$ cat config.mk
export PLATFORM = sky130hd
export DESIGN_NAME = prefetch_buf
export DESIGN_NICKNAME = d
export VERILOG_FILES = /design/src/rtl/prefetch_buf_pkg.sv /design/src/rtl/prefetch_fifo.sv /design/src/rtl/prefetch_buf.sv
export SDC_FILE = /design/constraint.sdc
export NUM_CORES = 1
export LEC_CHECK = 0
export ABC_AREA = 1
export CAP_MARGIN = 30
export CORE_MARGIN = 1
export CORE_UTILIZATION = 55
export DETAILED_ROUTE_END_ITERATION = 8
export GPL_TIMING_DRIVEN = 0
export HOLD_SLACK_MARGIN = 0.12
export PLACE_DENSITY_LB_ADDON = 0.2
export SLEW_MARGIN = 20
export SYNTH_ARGS = -nofsm -noshare
export SYNTH_HDL_FRONTEND = slang
export SYNTH_SLANG_ARGS = --single-unit
$ cat constraint.sdc
create_clock -name clock -period 8.3 [get_ports clock]
set_input_delay 1.66 -clock clock [delete_from_list [all_inputs] [get_ports clock]]
set_output_delay 1.66 -clock clock [all_outputs]
set_load 0.02 [all_outputs]
$ cat src/rtl/prefetch_buf_pkg.sv
// Shared prefetch definitions: FSM encoding and default widths.
// Imported by the prefetch queue and its storage.
package prefetch_buf_pkg;

   typedef enum logic [0:0] {
      RUN    = 1'b0,
      HALTED = 1'b1
   } pf_state_t;

   localparam int PF_PC_WIDTH     = 12;
   localparam int PF_PMEM_WIDTH   = 16;
   localparam int PF_PC_INCREMENT = 2;
   localparam int PF_DEPTH        = 4;
   localparam int PF_RESET_PC     = 0;

endpackage

$ cat src/rtl/prefetch_fifo.sv
// Circular {instr,pc} store with push/pop/flush and occupancy count.
// Entries are cleared on reset so the head reads zero when idle.
module prefetch_fifo #(
   parameter int DEPTH = 4,
   parameter int WIDTH = 28
) (
   input  logic                         clock,
   input  logic                         reset,
   input  logic                         flush,
   input  logic                         push,
   input  logic                         pop,
   input  logic [WIDTH-1:0]             push_data,
   output logic [WIDTH-1:0]             head_data,
   output logic [$clog2(DEPTH+1)-1:0]   count
);

   localparam int AW = $clog2(DEPTH);

   logic [WIDTH-1:0] mem [DEPTH];
   logic [AW-1:0]    head;
   logic [AW-1:0]    tail;

   assign head_data = mem[head];

   always_ff @(posedge clock) begin
      if (reset) begin
         head  <= '0;
         tail  <= '0;
         count <= '0;
         for (int i = 0; i < DEPTH; i++) mem[i] <= '0;
      end else if (flush) begin
         head  <= '0;
         tail  <= '0;
         count <= '0;
      end else begin
         if (push) begin
            mem[tail] <= push_data;
            tail      <= tail + 1'b1;
         end
         if (pop) head <= head + 1'b1;
         if (push && !pop)      count <= count + 1'b1;
         else if (pop && !push) count <= count - 1'b1;
      end
   end

endmodule

$ cat src/rtl/prefetch_buf.sv
// Instruction prefetch queue: credit-limited pmem reads, redirect
// flush, halt, and a registered {instr,pc} head for fetch.
module prefetch_buf
   import prefetch_buf_pkg::*;
#(
   parameter int PC_WIDTH     = PF_PC_WIDTH,
   parameter int PMEM_WIDTH   = PF_PMEM_WIDTH,
   parameter int PC_INCREMENT = PF_PC_INCREMENT,
   parameter int DEPTH        = PF_DEPTH,
   parameter int RESET_PC     = PF_RESET_PC
) (
   input  logic                         clock,
   input  logic                         reset,
   input  logic                         in_set_pc,
   input  logic [PC_WIDTH-1:0]          in_branch_pc,
   input  logic                         in_halt,
   input  logic [PMEM_WIDTH-1:0]        in_pmem_word,
   output logic [PC_WIDTH-1:0]          out_pmem_addr,
   output logic                         out_pmem_rd_en,
   input  logic                         in_ready,
   output logic                         out_valid,
   output logic [PMEM_WIDTH-1:0]        out_instr,
   output logic [PC_WIDTH-1:0]          out_pc,
   output logic [$clog2(DEPTH+1)-1:0]   out_count
);

   localparam int CW = $clog2(DEPTH+1);
   localparam int EW = PMEM_WIDTH + PC_WIDTH;
   localparam logic [PC_WIDTH-1:0] RST_PC = PC_WIDTH'(RESET_PC);
   localparam logic [CW:0] DEPTH_W = (CW+1)'(DEPTH);

   pf_state_t state, state_nx;

   logic [PC_WIDTH-1:0] fetch_pc;
   logic [PC_WIDTH-1:0] inflight_pc;
   logic [PC_WIDTH-1:0] issue_addr;
   logic                inflight;
   logic                issue;
   logic                credit;
   logic                push;
   logic                pop;
   logic [EW-1:0]       head;
   logic [CW:0]         occupancy;

   // Queued plus in-flight words must leave room, so a push never overflows.
   assign occupancy = {1'b0, out_count} + {{CW{1'b0}}, inflight};
   assign credit    = occupancy < DEPTH_W;

   assign issue_addr     = in_set_pc ? in_branch_pc : fetch_pc;
   assign out_pmem_addr  = reset ? RST_PC : issue_addr;
   assign out_pmem_rd_en = issue && !reset;

   assign out_valid = !reset && (out_count != '0) && !in_set_pc;
   assign out_instr = reset ? '0 : head[EW-1:PC_WIDTH];
   assign out_pc    = reset ? '0 : head[PC_WIDTH-1:0];

   assign push = inflight && !in_set_pc;
   assign pop  = out_valid && in_ready;

   always_comb begin
      state_nx = state;
      issue    = 1'b0;
      if (in_set_pc) begin
         state_nx = RUN;
         issue    = 1'b1;
      end else begin
         case (state)
            RUN: begin
               if (in_halt) state_nx = HALTED;
               else         issue    = credit;
            end
            HALTED:  state_nx = HALTED;
            default: state_nx = RUN;
         endcase
      end
   end

   always_ff @(posedge clock) begin
      if (reset) begin
         state       <= RUN;
         fetch_pc    <= RST_PC;
         inflight    <= 1'b0;
         inflight_pc <= '0;
      end else begin
         state    <= state_nx;
         inflight <= issue;
         if (issue) begin
            inflight_pc <= issue_addr;
            fetch_pc    <= issue_addr + PC_WIDTH'(PC_INCREMENT);
         end
      end
   end

   prefetch_fifo #(
      .DEPTH (DEPTH),
      .WIDTH (EW)
   ) u_fifo (
      .clock     (clock),
      .reset     (reset),
      .flush     (in_set_pc),
      .push      (push),
      .pop       (pop),
      .push_data ({in_pmem_word, inflight_pc}),
      .head_data (head),
      .count     (out_count)
   );

endmodule

== Yosys cells after proc, flatten, opt, wreduce, memory -nomap -nowiden ==
Memory sizes are Yosys's and may differ from the RTL's. A register that Yosys moved wholly into a read port is not among the register bits.
Index checks and enable logic that the tools add are counted.
W data, S select, Z words.

* Word-level logic and storage cells: 53
* RAM bits: 112
* Memories: 1
* Output and inout bits: 45
* Input port bits: 33
* Bits in registers: 33

{| class="wikitable"
|+ Memories
! memory !! words !! width !! read ports !! clocked after memory_dff !! wr ports !! line !! source
|-
| u_fifo.mem || 4 || 28 || 1 || 1 || 4 || prefetch_fifo.sv:19 || <nowiki>logic [WIDTH-1:0] mem [DEPTH];</nowiki>
|}

* $lt $le $gt $ge: 1
* Multiplexer cells: 22
* Reductions and logical operators: 15
* $add $sub $neg: 6
* Bitwise operators: 1

{| class="wikitable"
|+ Operators with widths
! cell !! number
|-
| $mux W12 || 3
|-
| $mux W28 || 1
|-
| $reduce_or A28 Y1 || 1
|-
| $mux W16 || 1
|-
| $add A12 B2 Y12 const B || 1
|-
| $mux W1 || 11
|-
| $logic_and A1 B1 Y1 || 7
|-
| $mux W2 || 3
|-
| $mux W3 || 2
|-
| $add A2 B1 Y2 const B || 2
|-
| $add A3 B1 Y4 || 1
|-
| $logic_not A1 Y1 || 4
|-
| $lt A4 B3 Y1 const B || 1
|-
| $add A3 B1 Y3 const B || 1
|-
| $reduce_bool A3 Y1 || 1
|-
| $sub A3 B1 Y3 const B || 1
|-
| $pmux W1 S2 || 1
|-
| $reduce_bool A2 Y1 || 1
|-
| $reduce_or A2 Y1 || 1
|-
| $not A1 Y1 || 1
|}

== Logic depth before layout (Yosys ltp) ==
Gate-level depths: netlist of run 1.

* Word-level depth: 8
* Depth in mapped cells: 12
* Gate-level depth less buffers: 11

== By module ==
A second synthesis of run 1 with hierarchy kept.

* Cell total of the unflattened synthesis: 765
* Area total of the unflattened synthesis: 6,874.1 µm²

{| class="wikitable"
|+ Modules (own cells, without submodules)
! module !! instances !! area each (µm²) !! cells each !! seq. area each (µm²)
|-
| prefetch_fifo || 1 || 5,127.4 || 480 || 3,543.4
|-
| prefetch_buf || 1 || 1,746.7 || 285 || 500.5
|}

== Worst setup path before layout of run 1 ==
No wires, ideal clock.

* Path type: input port to flip-flop
* Start point: input in_set_pc
* End point: memory u_fifo.mem[2][0] (enable)
* Required time: 7.848 ns
* Library setup time: 0.452 ns
* Arrival time: 4.319 ns
* Stages on the path: 7
* Path slack: 3.529 ns
* Path buffers: 2
* Cell sequence: buf_6 -> inv_8 -> nand2_4 -> nor2_8 -> inv_2 -> buf_6 -> o21ai_0

{| class="wikitable"
|+ RTL lines
! element !! line !! source
|-
| from (decl) || prefetch_buf.sv:14 || <nowiki>input logic in_set_pc,</nowiki>
|-
| to (decl) || prefetch_fifo.sv:19 ||
|}

== Worst setup path after layout of run 1 ==
* Start point: input reset
* End point: output out_pc[9]

* Word-level cells in the longest chain between the ends: 1

{| class="wikitable"
|+ RTL lines
! element !! line !! source
|-
| from (decl) || prefetch_buf.sv:13 || <nowiki>input logic reset,</nowiki>
|-
| $mux W12 || prefetch_buf.sv:55 || <nowiki>assign out_pc = reset ? '0 : head[PC_WIDTH-1:0];</nowiki>
|-
| to (decl) || prefetch_buf.sv:23 || <nowiki>output logic [PC_WIDTH-1:0] out_pc,</nowiki>
|}

No other way between the ends.

==> results by stage, run 1 <==
Run status:
- The flow ran to the end, and the final reports show no timing, DRC or antenna violations.

Hold path:
- The class of the most critical hold timing path is register to register.

Synth:
- In this run, distinct cell masters in the synthesized netlist total 30.
- The gate count of the mapped netlist is 752.
- The primary flip-flop cell chosen by synthesis mapping is sky130_fd_sc_hd__edfxtp_1.
- The mean instance size in the synthesized netlist is a little over 9 um2.
- The net count after synthesis is around 800.
- sky130_fd_sc_hd__nor2_1 is the most common cell in the netlist.
- In the synthesized netlist, the cells that appear most often are sky130_fd_sc_hd__nor2_1 (235), sky130_fd_sc_hd__edfxtp_1 (112), sky130_fd_sc_hd__inv_1 (74).
- The mapped netlist covers 0.00684 mm2.
- The number of synthesized flops with an enable pin is 112.
- The share of the synthesized area in the top cell type is 49.1%.
- The number of register bits inferred by synthesis is 146.
- The number of warnings printed during yosys synthesis is 0.
- The share of the Yosys chip area taken by registers is 59.1%.
- sky130_fd_sc_hd__edfxtp_1 takes more of the synthesized area than any other cell.
- Counting flops with an async set or reset pin after synthesis yields a share of 0%.
- Yosys attributes the largest share of cell area to sky130_fd_sc_hd__edfxtp_1 (49%), sky130_fd_sc_hd__nor2_1 (13%), sky130_fd_sc_hd__dfxtp_1 (9.9%).

Run:
- The count of maximum capacitance violations is 0.

Global route:
- The number of antenna violations at the first check in global routing came to 0.
- Entering global routing, the biggest net connects 29 pins.
- For this run the aggregate overflow at the end of global routing stands at 0.
- The overall fraction of global-route tracks in use is 27.0%.
- The wire length of the first global-routing pass is about 26000 um.
- The via count of the first global-routing pass is between 5k and 6k.

Worst setup path:
- The worst setup path is of the input port to output port kind.
- The nature of the critical path startpoint is an input port.
- Among all stages on the critical path, the largest delay is contributed by sky130_fd_sc_hd__clkdlybuf4s50_1.
- The biggest cell delay along the critical path is slightly below 0.6 ns.
- STA puts the critical path data required time at 6.64 ns.
- STA classifies the critical path endpoint as an output port.
- The biggest fanout along the worst timing path is 10.
- At the worst endpoint, the arrival time is 3.85 ns.
- The critical path goes through clkdlybuf4s50_1 > clkbuf_1 > clkbuf_1 > a21oi_1 > clkdlybuf4s50_1.
- The register-to-register setup slack is 6.07 ns.

Timing:
- The total count of hold-check failures in the final report is 0.
- The final count of pins violating max slew is 0.
- Setup repair after global routing left no endpoint under its margin.
- The measured slew at the worst slew-check pin is 0.783 ns.
- Across all setup checks in the final design, the least slack found is ~2.8 ns.
- Static timing analysis puts the maximum clock frequency at 182 MHz.
- Setup violations remaining at the end of the flow were counted as 0.
- The setup TNS is 0 ns.
- The share of the cycle needed by the critical path after routing is 66.4%.
- In this run the tightest slew margin relative to its limit is 47.6%.
- The clock arrives with 0.00893 ns of skew.
- The clock period minus worst slack is 5.51 ns.

Die:
- From left edge to right edge, the die measures 114 um.
- The region available for standard cell placement spans around 0.012 mm2.
- The full die area is 0.0129 mm2.
- The number of placed I/O pins is 78.
- In this run the vertical extent of the chip is 114 um.
- The starting density of the core is 56.7%.
- Row generation in the floorplan step produced 40 rows.

Placement:
- The port buffer count is 76.
- The HPWL reported at the end of detailed placement is 11100 um.
- The total cell area at the placement stage is about 0.0079 mm2.
- At the end of routability-driven placement, the weighted congestion stood at 0.913.
- Before CTS, the worst setup slack after placement is 2.80 ns.

CTS:
- The number of levels the H-tree was split into is 4.
- Clock latency on the worst-skew pair, taken at its later pin, is 0.42 ns.
- Buffers inserted during clock tree synthesis total 17.
- The CTS tree is yes.
- The clock root buffer is sky130_fd_sc_hd__clkbuf_16.
- The number of hold buffers added after CTS is 0.
- In this run the deepest clock path goes through 2 buffers.
- The number of gates resized after CTS was 0.
- The number of clock sinks is around 150.
- The setup fix buffers added after clock tree synthesis is 0.
- Clock-pin slew was measured on the worst setup and hold paths at 0.06 ns.

Route:
- Routed signal wires occupy layers up through met4.
- After detailed routing, the wire length on met1 is 6950 um.
- For this block, the via count after detailed routing is approximately 5.5k.
- The remaining antenna violation count after routing is 0.
- The number of DRC markers after the initial detailed-route iteration is 470.
- The average wire length per cell after detail routing is about 16 um.
- For this run, design rule violations remaining after detail routing come to 0.
- The first detailed-routing pass took 5 iterations.
- The final layout contains routed wiring with a total length of 16500 um.
- After detailed routing, the met2 layer carries a little over 8000 um of wire.
- Dividing the detail-routed via count by the number of cells gives 5.30.
- Detailed routing placed a total of 1090 um of wire on met3.

Power and ir drop:
- Power spread over the standard cell area amounts to just over 200 mW/mm2.
- IR analysis of the VDD net gives a maximum drop of between 0.1 and 0.15 mV.
- In this run the static leakage power is 3.20 nW.

Layout:
- The layout cell share with drive strength beyond 1 is between 10% and 20%.
- The combined area of the multi-input logic cells is 0.00230 mm2.
- After filler insertion, the fill cell instance count of the layout stands at a little over 900.
- The area of all placed cells without fillers is 0.00852 mm2.
- The area growth from synthesis to layout is 24.6%.
- The repair_antennas step left the layout with diodes totalling 0.
- The total area of sequential cells is 0.00404 mm2.
- The final-stage net count is 887.
-- per-layer routing --
layer	global-route usage (%)	vias to the layer above
met4	10.1	0
met3	5.15	25
met2	46.0	211
met1	34.4	2594
met5	0	-
li1	-	2636
-- cell type report --
class                   count  area share [%]
flip-flops and latches    146            47.4
multi-input cells         478            27.0
repair buffers             80            9.84
clock buffers              17            4.99
inverters                  89            4.01
well taps                 168            2.47
plain buffers              39            2.32
clock inverters            15            1.97
-- through the flow --
stage	instances	power (mW)	util, %	hold slack [ns]
3_5_place_dp	1000	1.02	65.7	0.457
3_3_place_gp	996	1.01	64.8	0.449
2_1_floorplan	752	0.946	-	0.429
5_1_grt	1032	1.82	70.7	0.494
4_1_cts	1032	1.77	70.7	0.470
6_report	1032	1.77	70.7	0.464
-- placed cells by master (no fill, tap or decap), types with 5 or more instances in the layout --
cell type                           n
sky130_fd_sc_hd__clkbuf_1          18
sky130_fd_sc_hd__buf_2             11
sky130_fd_sc_hd__o21ai_1            8
sky130_fd_sc_hd__o22ai_1            6
sky130_fd_sc_hd__a21oi_1           44
sky130_fd_sc_hd__nor2_4            20
sky130_fd_sc_hd__nor2_1           235
sky130_fd_sc_hd__clkinvlp_4         5
sky130_fd_sc_hd__o21ai_0           71
sky130_fd_sc_hd__nand2_1           57
sky130_fd_sc_hd__inv_1             74
sky130_fd_sc_hd__clkbuf_16         17
sky130_fd_sc_hd__dfxtp_1           34
sky130_fd_sc_hd__edfxtp_1         112
sky130_fd_sc_hd__buf_1              5
sky130_fd_sc_hd__nand3_1            9
sky130_fd_sc_hd__clkdlybuf4s50_1   76
sky130_fd_sc_hd__inv_2             14
sky130_fd_sc_hd__buf_6              7
-- report_power, final --
part | total, mW | internal (mW) | switching, mW
Clock | 0.765 | 0.469 | 0.297
Combinational | 0.174 | 0.0663 | 0.107
Sequential | 0.831 | 0.820 | 0.0109
Total | 1.77 | 1.35 | 0.415
-- final timing paths --
kind | start | end | depth (start not counted)
hold / removal | state | state | 2
setup reg to reg | inflight | u_fifo.mem[0][21] | 6
setup / recovery | reset | out_pc[9] | 5
hold reg to reg | state | state | 2
-- flip-flops by register name, summed over array words and instances (netlist names), named ones only --
register	cells
u_fifo.mem	112
fetch_pc	12
inflight_pc	11
u_fifo.count	3
u_fifo.head	2
u_fifo.tail	2
inflight	1
state	1
-- critical path, delay by kind of cell --
| kind | cells | cell delay [ns] |
|---|---|---|
| buf+inv | 4 | 2.00 |
| compound gates | 1 | 0.18 |
-- kinds of logic after synthesis --
kind of cell               after synthesis  synth area share (%)
buffers and inverters                  128                  7.88
AOI/OAI and AO/OA                      137                  10.4
xor gates and xnor gates                 2                 0.256
adders and majority gates                3                 0.658
DFF                                    146                  59.1
and+or+nand+nor                        336                  21.7
Power figures use the tool's default switching activity.
==> run 2, diff against run 1 <==
- clock period: 8.3 -> 5.18 ns (I/O delays scaled with it)
==> results of run 2 <==
The final DEF is identical to that of run 1. Status: finished, final reports clean.
Main changes from that run: setup slack after placement 2.80 ns -> 0.929 ns; setup slack after layout 2.79 ns -> 0.920 ns; register-to-register setup slack 6.07 ns -> 2.95 ns; total power 1.77 mW -> 2.84 mW; worst IR drop on VDD 0.107 mV -> 0.171 mV
==> run 3, diff against run 2 <==
- CORE_UTILIZATION: 55 -> 51
- clock period: 5.18 -> 3.4 ns (I/O delays scaled with it)
==> results by stage, run 3 (synthesized netlist as in run 1, its figures left out) <==
Run status:
- The run finished with clean final reports.

Timing:
- Across all setup checks in the final design, the least slack found is 0.162 ns.
- Clock skew on the completed layout was measured at 0.00629 ns.
- Setup violations remaining at the end of the flow were counted as 0.
- The relative slew slack is between 40% and 50%.
- The tightest hold margin is ~0.47 ns.
- The clock period minus worst slack is about 3.2 ns.
- After layout, the worst path uses 95.2% of the clock period.
- Setup repair after global routing left no endpoint under its margin.
- The final count of pins violating max slew is 0.
- The total count of hold-check failures in the final report is 0.
- For the pin with the worst max-slew slack, the measured transition is slightly above 0.8 ns.
- Static timing analysis puts the maximum clock frequency at 309 MHz.
- The setup TNS is 0 ns.

Worst setup path:
- The number of cells on the worst reg-to-reg path is 6.
- The cell family with the largest share of critical-path delay is buffers and inverters.
- The largest individual stage delay along the critical path comes from the cell sky130_fd_sc_hd__clkdlybuf4s50_1.
- The critical path buffer and inverter count is 4.
- The launching point of the worst reg2reg path is inflight.
- Data arrives at the worst endpoint at 2.56 ns.
- The required time reported for the critical path endpoint is ~2.7 ns.
- The biggest fanout along the worst timing path is 10.
- The nature of the critical path startpoint is a register.
- The worst register-to-register path ends at u_fifo.mem[0][18].
- The worst setup path is captured at an output port.
- On the worst path, the slowest cell contributes a delay of 0.66 ns.
- The setup check on the worst reg-to-reg path leaves a slack of 1.10 ns.
- The critical path goes through inv_2 > clkbuf_1 > clkbuf_2 > o21ai_0 > a21oi_1 > clkdlybuf4s50_1.
- The category of the critical setup timing path is register to output port.

Layout:
- The total area of sequential cells is 0.00404 mm2.
- The number of antenna repair diodes is 0.
- In the final layout, the registers with the most flip-flops are u_fifo.mem: 112 flops, fetch_pc: 12 flops, inflight_pc: 11 flops.
- The top cell types in the final layout, fill and taps aside, are sky130_fd_sc_hd__nor2_1 (235), sky130_fd_sc_hd__edfxtp_1 (112), sky130_fd_sc_hd__clkdlybuf4s50_1 (76).
- The combined area of the multi-input logic cells is 0.00230 mm2.
- Fill cells in the final layout number 1060.
- The register with the most flip-flops in the layout has ~110 of them.
- After the last flow step, the layout net total stands at 887.
- The layout cell share with drive strength beyond 1 is around 13%.
- The area growth from synthesis to layout is 24.4%.
- The most frequent standard cell in the layout excluding fill and tap cells is sky130_fd_sc_hd__nor2_1.
- The largest register by flop count is u_fifo.mem.
- For this run, the number of standard cells in the final layout without fillers is ~1.0k.

Global route:
- The wire length of the first global-routing pass is 27000 um.
- The overall fraction of global-route tracks in use is 25.5%.
- For this run the aggregate overflow at the end of global routing stands at 0.
- The via count of the first global-routing pass is 5352.
- The number of antenna violations at the first check in global routing is 0.
- Entering global routing, the biggest net connects 29 pins.

Die:
- The core area is 0.0128 mm2.
- In this run the core area contains 41 standard-cell rows.
- The full die area is around 0.014 mm2.
- The initial utilization of the core area, before any placement, comes to 53.4%.
- The vertical extent of the die is 118 um.
- The chip width is ~120 um.
- Pin placement for this block handled 78 I/O pins.

CTS:
- The TritonCTS buffer count is 17.
- The later pin in the worst-skew pair is clocked with a latency of 0.43 ns.
- The number of clock sinks is 146.
- The tree is rooted in a sky130_fd_sc_hd__clkbuf_16.
- The number of levels the H-tree was split into is 4.
- The maximum count of clock buffers along a single path is 2.
- The setup fix buffers added after clock tree synthesis is 0.
- After clock tree synthesis, the clock-pin slew on the worst setup and hold paths is 0.06 ns.
- The CTS tree is yes.

Route:
- For this run, design rule violations remaining after detail routing come to 0.
- The iteration count of the initial detailed-routing pass is 5.
- The overall routed net length is 16900 um.
- The post-detailed-route via-to-cell ratio is 5.30.
- Routed signal wires occupy layers up through met4.
- After detailed routing, the wire length on met1 is 7010 um.
- In the final routed layout, each cell accounts on average for 16.3 um.
- After detailed routing, the met2 layer carries 8610 um of wire.
- The vias after detailed routing is 5489.
- The met3 wirelength from detailed routing is 1070 um.
- The remaining antenna violation count after routing is 0.
- The number of DRC markers after the initial detailed-route iteration is 388.

Placement:
- Including well taps, the total number of placed cells is 1004.
- Timing analysis after detailed placement gives a worst setup slack of -0.101 ns.
- The port buffer count is between 70 and 80.
- The congestion estimate from routability-driven global placement came to a little under 0.9.
- The HPWL reported at the end of detailed placement is 11400 um.

Run:
- The count of maximum capacitance violations is 0.

Hold path:
- The endpoint of the worst hold path is fetch_pc[5].
- The min-delay analysis places its worst path in the category register to register.
- The startpoint of the lowest-slack hold path is fetch_pc[5].
- The depth of the worst hold-timing path is 2.

Power and ir drop:
- For this design the ratio of total power to cell area is 505 mW/mm2.
- Across the VDD grid, the largest voltage drop is 0.320 mV.
- The completed layout was analyzed and its total power is 4.30 mW.
- For this design the static power due to leakage is between 3 and 4 nW.
-- run 3: changes by cell type in the layout (fill, tap and decap cells not counted) --
cell,delta
sky130_fd_sc_hd__buf_1,-2
sky130_fd_sc_hd__clkinvlp_4,-5
sky130_fd_sc_hd__buf_8,+1
sky130_fd_sc_hd__clkinv_1,-2
sky130_fd_sc_hd__clkbuf_1,-1
sky130_fd_sc_hd__clkinv_4,-2
sky130_fd_sc_hd__clkinv_2,-1
sky130_fd_sc_hd__buf_2,+2
sky130_fd_sc_hd__clkbuf_8,+4
sky130_fd_sc_hd__bufinv_16,-1
sky130_fd_sc_hd__clkbuf_2,+7
sky130_fd_sc_hd__buf_16,-1
sky130_fd_sc_hd__inv_4,+1
-- run 3: layout make-up --
type,instances,area share [%]
Buffer,39,2.45
Clock buffer,27,5.91
Clock inverter,5,0.897
Inverter,89,4.01
Multi-Input combinational cell,478,27.0
Sequential cell,146,47.5
Tap cell,172,2.53
Timing Repair Buffer,80,9.70
-- run 3: worst max-delay path by stage --
| stage | from | to | cells after the start |
|---|---|---|---|
| final | register | out_pc[10] | 6 |
| after global routing | register | out_pc[9] | 6 |
| after CTS | register | out_pc[7] | 6 |
| after detailed placement | reset | out_pc[9] | 5 |
| after global placement | reset | u_fifo.mem[2][12] | 7 |
| after floorplan | in_set_pc | u_fifo.mem[2][0] | 7 |
-- run 3: tightest hold or removal path, cell delays in order (launching register included) --
cell	delay [ns]
sky130_fd_sc_hd__dfxtp_1	0.32
sky130_fd_sc_hd__nand2_1	0.05
sky130_fd_sc_hd__o21ai_0	0.06
-- run 3: routing by layer --
metal	GRT usage, %	vias up
met3	4.51	23
met5	0	-
met1	32.7	2613
met4	9.29	0
met2	43.2	213
li1	-	2640
-- run 3: what timing repair did --
action                     4_1_cts  5_1_grt
setup endpoints to repair       28       10
hold buffers                     0        0
gates resized for setup          7        4
-- run 3: power breakdown --
part           internal [mW]  switching, mW  leakage [nW]
combinational          0.161          0.265          1.50
sequential              2.00         0.0263          1.44
clock                   1.16          0.687         0.286
-- run 3: metrics by stage --
step	area, um2	utilization [%]
after detailed placement	7920	61.8
after CTS	8510	66.4
after floorplan	6850	-
after global placement	7820	61.0
after global routing	8510	66.4
final	8510	66.4
